[src/rtl/dot_product_acc.sv]
// dot_product_acc: accumulates up to LEN unsigned 8-bit products into one result handed off via valid/ready.
// Optional DOTACC_SAT_EN: saturate the accumulator on carry-out instead of wrapping.
module dot_product_acc #(
    parameter int unsigned ACC_W = 16,
    parameter int unsigned LEN   = 8
) (
    input  logic             clk,
    input  logic             rst_n,
    input  logic             clr,
    input  logic             in_valid,
    output logic             in_ready,
    input  logic [7:0]       in_prod,
    input  logic             in_last,
    output logic             out_valid,
    input  logic             out_ready,
    output logic [ACC_W-1:0] out_sum,
    output logic [7:0]       out_count,
    output logic             out_ovf
);
    localparam int unsigned CNT_W = 8;

    typedef enum logic {
        ACCUM = 1'b0,
        HOLD  = 1'b1
    } state_t;

    state_t           state, state_nxt;
    logic [ACC_W-1:0] acc, acc_nxt;
    logic [CNT_W-1:0] cnt, cnt_nxt;
    logic             ovf, ovf_nxt;
    logic [ACC_W:0]   sum_ext;
    logic [CNT_W:0]   cnt_inc;
    logic             beat;

    assign in_ready = (state == ACCUM) && !clr && rst_n;
    assign beat     = in_valid && in_ready;
    assign sum_ext  = {1'b0, acc} + (ACC_W+1)'(in_prod);
    assign cnt_inc  = {1'b0, cnt} + (CNT_W+1)'(1);

    // Result ports expose the live accumulator; only meaningful in HOLD.
    assign out_valid = (state == HOLD);
    assign out_sum   = acc;
    assign out_count = cnt;
    assign out_ovf   = ovf;

    always_ff @(posedge clk or negedge rst_n) begin
        if (!rst_n) begin
            state <= ACCUM;
            acc   <= '0;
            cnt   <= '0;
            ovf   <= 1'b0;
        end else begin
            state <= state_nxt;
            acc   <= acc_nxt;
            cnt   <= cnt_nxt;
            ovf   <= ovf_nxt;
        end
    end

    always_comb begin
        state_nxt = state;
        acc_nxt   = acc;
        cnt_nxt   = cnt;
        ovf_nxt   = ovf;
        if (clr) begin
            state_nxt = ACCUM;
            acc_nxt   = '0;
            cnt_nxt   = '0;
            ovf_nxt   = 1'b0;
        end else begin
            case (state)
                ACCUM: begin
                    if (beat) begin
                        cnt_nxt = cnt_inc[CNT_W-1:0];
                        if (sum_ext[ACC_W]) begin
                            ovf_nxt = 1'b1;
                        end
`ifdef DOTACC_SAT_EN
                        acc_nxt = sum_ext[ACC_W] ? '1 : sum_ext[ACC_W-1:0];
`else
                        acc_nxt = sum_ext[ACC_W-1:0];
`endif
                        if (in_last || (cnt_inc == (CNT_W+1)'(LEN))) begin
                            state_nxt = HOLD;
                        end
                    end
                end
                HOLD: begin
                    // Handshake frees the accumulator; new beats start the cycle after.
                    if (out_ready) begin
                        state_nxt = ACCUM;
                        acc_nxt   = '0;
                        cnt_nxt   = '0;
                        ovf_nxt   = 1'b0;
                    end
                end
                default: state_nxt = ACCUM;
            endcase
        end
    end

endmodule

[config.mk]
export PLATFORM = sky130hd
export DESIGN_NAME = dot_product_acc
export DESIGN_NICKNAME = d
export VERILOG_FILES = /design/src/rtl/dot_product_acc.sv
export SDC_FILE = /design/constraint.sdc
export NUM_CORES = 1
export LEC_CHECK = 0
export BUFFER_PORTS_ARGS = -buffer_cell sky130_fd_sc_hd__buf_4
export CORE_MARGIN = 2
export CORE_UTILIZATION = 53
export CTS_CLUSTER_SIZE = 10
export DETAILED_ROUTE_END_ITERATION = 8
export PLACE_DENSITY = 0.8
export RECOVER_POWER = 25
export SYNTH_ARGS = -nofsm -noshare
export SYNTH_HDL_FRONTEND = slang
export SYNTH_SLANG_ARGS = --single-unit
[constraint.sdc]
create_clock -name clk -period 2.7 [get_ports clk]
set_clock_uncertainty 0.15 [all_clocks]
set_input_delay 0.27 -clock clk [delete_from_list [all_inputs] [get_ports clk]]
set_output_delay 0.27 -clock clk [all_outputs]
set_load 0.005 [all_outputs]
======== After elaboration in Yosys (flattened, before gate mapping) ========
Cells that the tools add are included.
word-level totals
  register bits ........................... 26
  word-level logic and storage cells ...... 36
  input port bits ......................... 14
  output and inout port bits .............. 27
cells by class
  reductions and logical operators ........ 7
  multiplexer cells ....................... 18
  equal/unequal tests ..................... 4
  $add $sub $neg .......................... 2
  bitwise logic cells ..................... 1
operator list
  operator             count
  $mux 16              3
  $pmux 16 s2          1
  $mux 8               3
  $add 16x8->17        1
  $pmux 8 s2           1
  $add 8x1->9 const B  1
  $eq 9x4->1 const B   1
  $ne 3x3->1 const B   3
  $mux 1               8
  $pmux 1 s2           2
  $logic_and 1x1->1    3
  $reduce_and 3->1     1
  $reduce_and 2->1     1
  $logic_not 1->1      1
  $logic_or 1x1->1     1
  $not 1->1            1

======== Logic depth before layout (Yosys ltp) ========
Gate-level depths: netlist of the first run.
  word-level depth ........................ 7
  gate-level depth with buffers ........... 8
  mapped depth without buffers ............ 8

======== Least setup slack after synthesis of the first run ========
Ideal clock, no wire load.
  path type ............................... flip-flop to flip-flop
  start ................................... register acc[0] (netlist: out_sum[0])
  end ..................................... register acc[12] (netlist: out_sum[12])
  library setup time ...................... 0.078 ns
  path buffers ............................ 0
  path slack .............................. 0.552 ns
  period minus slack after synthesis ...... 2.148 ns
  arrival ................................. 1.920 ns
  cell stages (with the launch flop) ...... 9
  cells stage by stage .................... dfrtp_1 > ha_1 > inv_1 > fa_1 > nor2b_1 > o31a_1 > o32ai_2 > or3_1 > a21oi_1
between the ends
  word-level cells in the longest chain between the ends .. 4
RTL lines
  element                   line  RTL
  start: declaration        28    logic [ACC_W-1:0] acc, acc_nxt;
  start signal: assignment  54    acc <= acc_nxt;
  $add 16x8->17             37    assign sum_ext = {1'b0, acc} + (ACC_W+1)'(in_prod);
  $mux 16                   73    if (beat) begin
  $pmux 16 s2               71    case (state)
  $mux 16                   65    if (clr) begin
No other way between the ends. The select of a mux whose other input is x is not followed.
A chain may end at the register's enable or synchronous reset.

======== Worst setup path after layout of the first run ========
  start ................................... register acc[0] (netlist: out_sum[0])
  end ..................................... register acc[10] (netlist: out_sum[10])
The elaborated chain is that of the path after synthesis.

==> flow_summary.ini, run 1 <==
[outcome]
run_status = finished clean

[logic_synthesis]
synth_cell_type_count = 37
yosysSeqAreaShare_pct = 39.82
syn_area_um2 = 1634
syn_area_per_cell_um2 = 9.028
ys_warn_count = 0
synthCells = 181
async_flop_share_pct = 100.0
ys_ff_latch = 26
synth_nets = 206
ys.flop_type = dfrtp_1
synth_edf_count = 0

[clock_tree]
clock_sinks = 26
cts_setup_buffers = 0
htreeDepth = 1
cts_resized = 0
cts_tree = yes
cts-buffers-inserted = 3
clkSlewWorstSetupHoldPaths_ns = 0.15
cts.path.max_buffers = 2
ctsHoldBuffers = 1
cts_root_buf = clkbuf_4
clock_latency_ns = 0.33

[floorplan]
core_um2 = 3003
start_util_pct = 54.42
ios = 41
fp.dieH_um = 59.53
die_w_um = 59.53
fp.dieArea_um2 = 3543
fp-row-count = 20

[worst_setup_path]
critPathMaxStageDelay_ns = 0.41
cp.depth = 8
end_kind = flip-flop
crit_path_max_fanout = 9
path_delay_family = adder cells
crit_path_start = out_sum[0]
slowest_stage = dfrtp_1
crit_path_cell_trace = ha_1 -> inv_1 -> fa_1 -> nor2b_1 -> o31a_1 -> o32ai_2 -> or3_1 -> a21oi_1
path_buf_inv = 1
reg2reg_depth = 8
worst_r2r_startpoint = out_sum[0]
cp-start-kind = flip-flop
cp.arrival_ns = 2.52
worstPathRequired_ns = 2.81
critPathKind = reg2reg

[timing]
finalSetupTns_ns = 0
hold_viol_final = 0
fmax_mhz = 414.9
relSlewSlack_pct = 46.61
final.min_clock_period_ns = 2.410
slew_viol_final = 0
setup_viol = 0
worst_pin_slew_ns = 0.7979
finalCritPeriodShare_pct = 89.28
rsz0062_at_grt = no

[min_path]
hold_class = in2reg
whs_path_depth = 2
min-delay-start = clr

[power_and_ir_drop]
p_per_area_nw_per_um2 = 388.1
p_leak_nw = 0.9575
ir_drop_mv = 0.2150

[detailed_routing]
drt_iter0_markers = 72
drc = 0
ant_nets = 0
drt-pass1-iter-count = 4
vias_per_cell = 6.089
wirelength_mm = 4.082
vias = 1577
detail_route.wl_per_cell_um = 15.76

[placement]
dp_cells = 254
place_congestion = 0.8316
io_buffers = 40
dp_hpwl_mm = 3.039

[global_routing]
antenna_found_initial = 0
grt_pass1_vias = 1539
gr-usage-all-layers_pct = 25.42
grt_pass1_wl_mm = 6.879
grt-ovfl-total = 0
grt_start_max_net_pins = 17

[cells_and_area]
drive_above_1_share_pct = 22.57
instances_no_fill = 259
antennaDiodeCount = 0
num-nets-final = 252
synthToLayoutAreaGrowth_pct = 24.81

[flow_run]
drv_cap = 0
## cell usage in the layout, fill, tap and decap left out, types with 2 or more instances in the layout
cell / netlist / final
a21o_1: 2 / 2
a21oi_1: 15 / 15
a22o_1: 4 / 4
and3_1: 4 / 4
buf_4: 0 / 45
clkbuf_4: 0 / 3
dfrtp_1: 26 / 26
ha_1: 10 / 10
inv_1: 7 / 7
nand2_1: 19 / 19
nand3_1: 5 / 5
nand4_1: 3 / 3
nor2_1: 7 / 7
nor3_1: 2 / 2
nor3b_1: 4 / 4
o211ai_1: 2 / 2
o21a_1: 6 / 6
o21ai_0: 28 / 28
o31ai_1: 3 / 3
o41ai_1: 2 / 2
or3_1: 7 / 7
xor2_1: 5 / 5
## stage by stage
stage	cell area [um2]	power (mW)	setup slack, ns	utilization (%)	hold WS (ns)
floorplan	1634	0.5147	0.5522	-	-0.1756
global placement	1993	0.5836	0.4683	66.38	-0.02299
detailed placement	1993	0.5902	0.3580	66.38	-0.02175
CTS	2039	0.7942	0.3064	67.92	0.007122
global route	2039	0.8273	0.08095	67.92	0.01568
finish	2039	0.7916	0.2895	67.92	0.01259
## where the power goes
part           internal [mW]  switching, mW  total (mW)
registers              0.401         0.0134       0.414
logic                 0.0798         0.0927       0.172
clock network         0.0825          0.122       0.205
## flip-flops by register name, indices dropped and copies added (netlist names)
signal	flops
out_count	8
out_valid	1
out_ovf	1
out_sum	16
## synth_stat cells (2+ instances only)
cell       n  area, um2
a21oi_1   15      75.07
nor3b_1    4      30.03
o211ai_1   2      15.01
inv_1      7      26.28
nor2_1     7      26.28
o41ai_1    2      17.52
xor2_1     5      43.79
nand2_1   19      71.32
ha_1      10      125.1
nand3_1    5      25.02
o21a_1     6      45.04
a21o_1     2      15.01
nor3_1     2      10.01
o31ai_1    3      22.52
nand4_1    3      18.77
and3_1     4      25.02
or3_1      7      43.79
dfrtp_1   26      650.6
a22o_1     4      35.03
clkbuf_1   4      15.01
o21ai_0   28      140.1
## worst paths after layout
| kind | slack, ns | to |
|---|---|---|
| max | 0.29 | out_sum[10] |
| min | 0.01 | out_sum[2] |
| max reg2reg | 0.29 | out_sum[10] |
| min reg2reg | 0.38 | out_ovf |
| max in group asynchronous | 1.81 | out_sum[1] |
| min in group asynchronous | 0.15 | out_ovf |
## metal layers
layer / wire, um / global-route usage, % / up-vias
met5: 0 / 0 / -
met4: 60 / 7.619 / 0
met3: 197 / 3.493 / 8
met2: 1975 / 42.07 / 46
met1: 1848 / 34.63 / 758
li1: - / - / 765
## kinds of logic after synthesis
kind of cell	share of synthesized area (%)
flip-flops	39.82
AO/OA/AOI/OAI	28.10
AND/OR/NAND/NOR	17.69
adder cells (fa/ha/maj)	8.882
XOR/XNOR	2.680
buffers and inverters	2.833
## area by class of cell
type | instances | area (um2)
Tap cell | 33 | 41.29
Inverter | 7 | 26.28
Multi-Input combinational cell | 143 | 937.1
Timing Repair Buffer | 46 | 347.8
Fill cell | 259 | 963.4
Sequential cell | 26 | 650.6
Clock buffer | 4 | 36.28
No activity file was read; power rests on OpenSTA's default activity.
==> run 2: changes to the inputs <==
Settings changed: HOLD_SLACK_MARGIN set to 0.08, SLEW_MARGIN set to 10.
==> run 2 against run 1 <==
Flip-flop and latch count is the same. Cell area grew 0.98%. Non-clock buffer count grew 2. Register-to-register slack is essentially flat. Critical path depth is the same. Global-route usage is essentially flat. Die area is the same. Cell count grew 0.77%. Critical path type unchanged. Largest power group unchanged. Highest routed layer unchanged.
==> flow_summary.ini, run 2 (synthesis results as in run 1) <==
[outcome]
run_status = finished clean

[clock_tree]
cts_tree = yes
htreeDepth = 1
cts_root_buf = clkbuf_4
cts.path.max_buffers = 2
cts-buffers-inserted = 3
ctsHoldBuffers = 3
cts_setup_buffers = 0
cts_resized = 0
clkSlewWorstSetupHoldPaths_ns = 0.15
clock_sinks = 26
clock_latency_ns = 0.32

[worst_setup_path]
cp.arrival_ns = 2.52
path_delay_family = adder cells
reg2reg_depth = 8
slowest_stage = dfrtp_1
crit_path_max_fanout = 9
crit_path_start = out_sum[0]
critPathKind = reg2reg
end_kind = flip-flop
critPathMaxStageDelay_ns = 0.41
worst_r2r_startpoint = out_sum[0]
crit_path_cell_trace = ha_1 -> inv_1 -> fa_1 -> nor2b_1 -> o31a_1 -> o32ai_2 -> or3_1 -> a21oi_1
worstPathRequired_ns = 2.81
path_buf_inv = 1
cp.depth = 8
cp-start-kind = flip-flop

[power_and_ir_drop]
p_clk_share_pct = 25.7
totalPowerFinal_mw = 0.7933
p_per_area_nw_per_um2 = 385.2
ir_drop_mv = 0.2154
p_leak_nw = 0.9658
pwr-share-seq_pct = 52.2
p_int_mw = 0.5651
netSwitchingFraction_pct = 28.77
pwr-share-comb_pct = 22.0
p_sw_mw = 0.2282

[placement]
place_congestion = 0.8316
pre_cts_ws_ns = 0.3580
dp_hpwl_mm = 3.039
io_buffers = 40
placed_area_um2 = 1993

[floorplan]
fp.dieH_um = 59.53
core_um2 = 3003
ios = 41
fp-row-count = 20
fp.dieArea_um2 = 3543
die_w_um = 59.53
start_util_pct = 54.42

[cells_and_area]
largest_reg_flops = 16
regArea_um2 = 650.6
synthToLayoutAreaGrowth_pct = 26.03
num-nets-final = 254
multi_input_area_um2 = 937.1
final_cell_mix = 45 x buf_4, 28 x o21ai_0, 26 x dfrtp_1, 19 x nand2_1, 15 x a21oi_1
drive_above_1_share_pct = 22.37
antennaDiodeCount = 0
n_fill_cell = 257
postLayoutCellArea_um2 = 2059
final_common_cell = buf_4

[timing]
setup_viol = 0
whs_ns = 0.1402
hold_viol_final = 0
slew_viol_final = 0
relSlewSlack_pct = 48.04
worst_pin_slew_ns = 0.7765
final.min_clock_period_ns = 2.406
finalSetupTns_ns = 0
rsz0062_at_grt = no
finalCritPeriodShare_pct = 89.10
worst_slack_ns = 0.2942
fmax_mhz = 415.7

[global_routing]
antenna_found_initial = 0
gr-usage-all-layers_pct = 25.47
grt-ovfl-total = 0
grt_pass1_vias = 1541
grt_start_max_net_pins = 17
grt_pass1_wl_mm = 6.893

[min_path]
whs_path_depth = 3
hold_class = in2reg
min-delay-start = in_prod[0]

[detailed_routing]
ant_nets = 0
vias_per_cell = 6.115
wirelength_mm = 4.095
vias = 1596
drt-pass1-iter-count = 4
drt_iter0_markers = 103
detail_route.wl_per_cell_um = 15.69
drc = 0

[flow_run]
drv_cap = 0
==> run 2: path summary, 6_finish.rpt <==
kind	end	slack, ns
max in group asynchronous	out_count[2]	1.81
worst max register to register	out_sum[10]	0.29
worst min register to register	out_ovf	0.38
worst min-delay path	out_sum[0]	0.14
min in group asynchronous	out_sum[15]	0.15
worst max-delay path	out_sum[10]	0.29
==> run 2: tightest hold or removal path, cell delays in order <==
cell	delay, ns
buf_4	0.08
ha_1	0.12
a22o_1	0.13
==> run 2: routing by layer <==
| metal | global-route usage (%) | share of wire [%] | vias to the layer above |
|---|---|---|---|
| met4 | 7.619 | 1.3 | 0 |
| met1 | 34.63 | 46 | 779 |
| met3 | 3.493 | 4.4 | 6 |
| met5 | 0 | 0 | - |
| li1 | - | - | 770 |
| met2 | 42.23 | 48 | 41 |
==> run 2: layout make-up <==
cell class	instances	share of cell area, %
clock buffer	4	1.762
timing repair buffer	48	17.86
sequential	26	31.59
multi-input combinational	143	45.50
inverter	7	1.276
tap	33	2.005
==> run 2: power groups by stage <==
stage / clock (mW) / combinational [mW] / sequential [mW]
floorplan: 0 / 0.0949 / 0.420
global placement: 0 / 0.164 / 0.420
detailed placement: 0 / 0.169 / 0.421
CTS: 0.208 / 0.174 / 0.414
global route: 0.219 / 0.194 / 0.416
finish: 0.204 / 0.175 / 0.414
==> run 2: metrics by stage <==
step,instances,utilization [%]
floorplan,181,-
global placement,254,66.38
detailed placement,254,66.38
CTS,261,68.58
global route,261,68.58
finish,261,68.58
==> run 3: changes to the inputs <==
Settings changed: REMOVE_ABC_BUFFERS set to 1.
==> run 3 against run 2 <==
Count of clock-buffer cells in the layout down 1. Die area unchanged. Fmax is 1.1% lower. First-iteration DRC count decreased by 9.7%. Sequential power hardly changed. Flip-flop and latch count unchanged. Worst setup slack got worse by 0.026 ns. Combinational power about the same. Critical path type unchanged.
==> flow_summary.ini, run 3 (synthesis results as in run 1) <==
[power_and_ir_drop]
p_leak_nw = 0.9537
pwr-share-comb_pct = 23.0
totalPowerFinal_mw = 0.7617
p_clk_share_pct = 22.7
ir_drop_mv = 0.2191
p_int_mw = 0.5340
netSwitchingFraction_pct = 29.89
p_per_area_nw_per_um2 = 373.7
pwr-share-seq_pct = 54.3
p_sw_mw = 0.2276

[timing]
relSlewSlack_pct = 34.38
fmax_mhz = 411.2
finalSetupTns_ns = 0
rsz0062_at_grt = no
slew_viol_final = 0
setup_viol = 0
final.min_clock_period_ns = 2.432
finalCritPeriodShare_pct = 90.07
hold_viol_final = 0
worst_pin_slew_ns = 0.9807
worst_slack_ns = 0.2681

[floorplan]
ios = 41
start_util_pct = 54.42
fp.dieArea_um2 = 3543
core_um2 = 3003
fp-row-count = 20
die_w_um = 59.53
fp.dieH_um = 59.53

[clock_tree]
cts-buffers-inserted = 3
cts.path.max_buffers = 2
cts_root_buf = clkbuf_4
cts_resized = 0
htreeDepth = 1
clock_sinks = 26
cts_setup_buffers = 0
cts_tree = yes
clkSlewWorstSetupHoldPaths_ns = 0.15
clock_latency_ns = 0.33

[worst_setup_path]
cp-start-kind = flip-flop
critPathMaxStageDelay_ns = 0.40
critPathKind = reg2reg
path_buf_inv = 1
slowest_stage = dfrtp_1
cp.arrival_ns = 2.54
reg2reg_depth = 8
worst_r2r_startpoint = out_sum[0]
path_delay_family = adder cells
crit_path_max_fanout = 9
end_kind = flip-flop
timing.rr.end = out_sum[8]
crit_path_cell_trace = ha_1 -> inv_1 -> fa_1 -> nor2b_1 -> o31a_1 -> o32ai_2 -> or3_1 -> a21oi_1
worstPathRequired_ns = 2.80
r2r_setup_slack_ns = 0.27

[detailed_routing]
drt_iter0_markers = 93
detail_route.wl_per_cell_um = 16.78
vias = 1594
drt-pass1-iter-count = 4
vias_per_cell = 6.154
drc = 0
wirelength_mm = 4.346
ant_nets = 0

[placement]
io_buffers = 40
pre_cts_ws_ns = 0.3112
dp_hpwl_mm = 3.120
place_congestion = 0.9384

[global_routing]
grt_pass1_wl_mm = 6.934
grt-ovfl-total = 0
antenna_found_initial = 0
gr-usage-all-layers_pct = 26.15
grt_pass1_vias = 1532
grt_start_max_net_pins = 23

[cells_and_area]
antennaDiodeCount = 0
n_fill_cell = 258
num-nets-final = 253
largest_reg_flops = 16
final_cell_mix = 44 x buf_4, 28 x o21ai_0, 26 x dfrtp_1, 19 x nand2_1, 15 x a21oi_1
final_common_cell = buf_4
drive_above_1_share_pct = 21.68
synthToLayoutAreaGrowth_pct = 24.73

[flow_run]
drv_cap = 0

[outcome]
run_status = finished clean

[min_path]
hold_class = in2async
==> run 3: cell types whose count changed in the layout (fill, tap and decap cells not counted) <==
cell	previous run	this run
buf_4	45	44
clkbuf_8	1	0
==> run 3: how the worst max path moves through the flow <==
stage / slack [ns] / cells past startpoint / end / startpoint
final: 0.27 / 8 / out_sum[8] / out_sum[0]
after global routing: 0.18 / 8 / out_sum[8] / rst_n
after CTS: 0.26 / 8 / out_sum[8] / rst_n
after detailed placement: 0.31 / 8 / out_sum[14] / out_sum[0]
after global placement: 0.47 / 8 / out_sum[14] / out_sum[0]
after floorplan: 0.55 / 8 / out_sum[8] / out_sum[0]
==> run 3: area by class of cell <==
class | instances | area, um2 | share of cell area (%)
repair buffers | 47 | 360.3 | 17.68
multi-input cells | 143 | 937.1 | 45.98
clock buffers | 3 | 22.52 | 1.105
flip-flops and latches | 26 | 650.6 | 31.92
inverters | 7 | 26.28 | 1.289
well taps | 33 | 41.29 | 2.026
==> run 3: worst register-to-register path: stages (launching register included) <==
cell and delay, ns:
dfrtp_1 0.40, ha_1 0.20, inv_1 0.07, fa_1 0.39, nor2b_1 0.17, o31a_1 0.23, o32ai_2 0.18, or3_1 0.40
a21oi_1 0.17
==> run 3: routing by layer <==
metal  vias up  global-route usage (%)  wire, um
met1       754                   28.93      1634
met2        66                   48.67      2367
met4         0                   12.38        72
met5         -                       0         0
li1        764                       -         -
met3        10                   3.493       272
==> run 3: power by group through the flow <==
| stage | Sequential, mW | Combinational, mW | Clock (mW) |
|---|---|---|---|
| floorplan | 0.420 | 0.0932 | 0 |
| global placement | 0.420 | 0.162 | 0 |
| detailed placement | 0.421 | 0.170 | 0 |
| CTS | 0.414 | 0.174 | 0.171 |
| global route | 0.416 | 0.192 | 0.189 |
| finish | 0.414 | 0.175 | 0.173 |
==> run 3: repair_timing <==
item                                    4_1_cts  5_1_grt
hold buffers                                  3        0
endpoints found under the setup margin        0        0
hold endpoints to repair                     28        0
==> run 3: through the flow <==
stage	instance area, um2	std cells	hold WS, ns	utilization, %
5_1_grt	2038	259	0.1124	67.88
2_1_floorplan	1614	176	-0.1756	-
4_1_cts	2038	259	0.1188	67.88
3_5_place_dp	1986	253	-0.05617	66.13
3_3_place_gp	1986	253	-0.05629	66.13
6_report	2038	259	0.1178	67.88
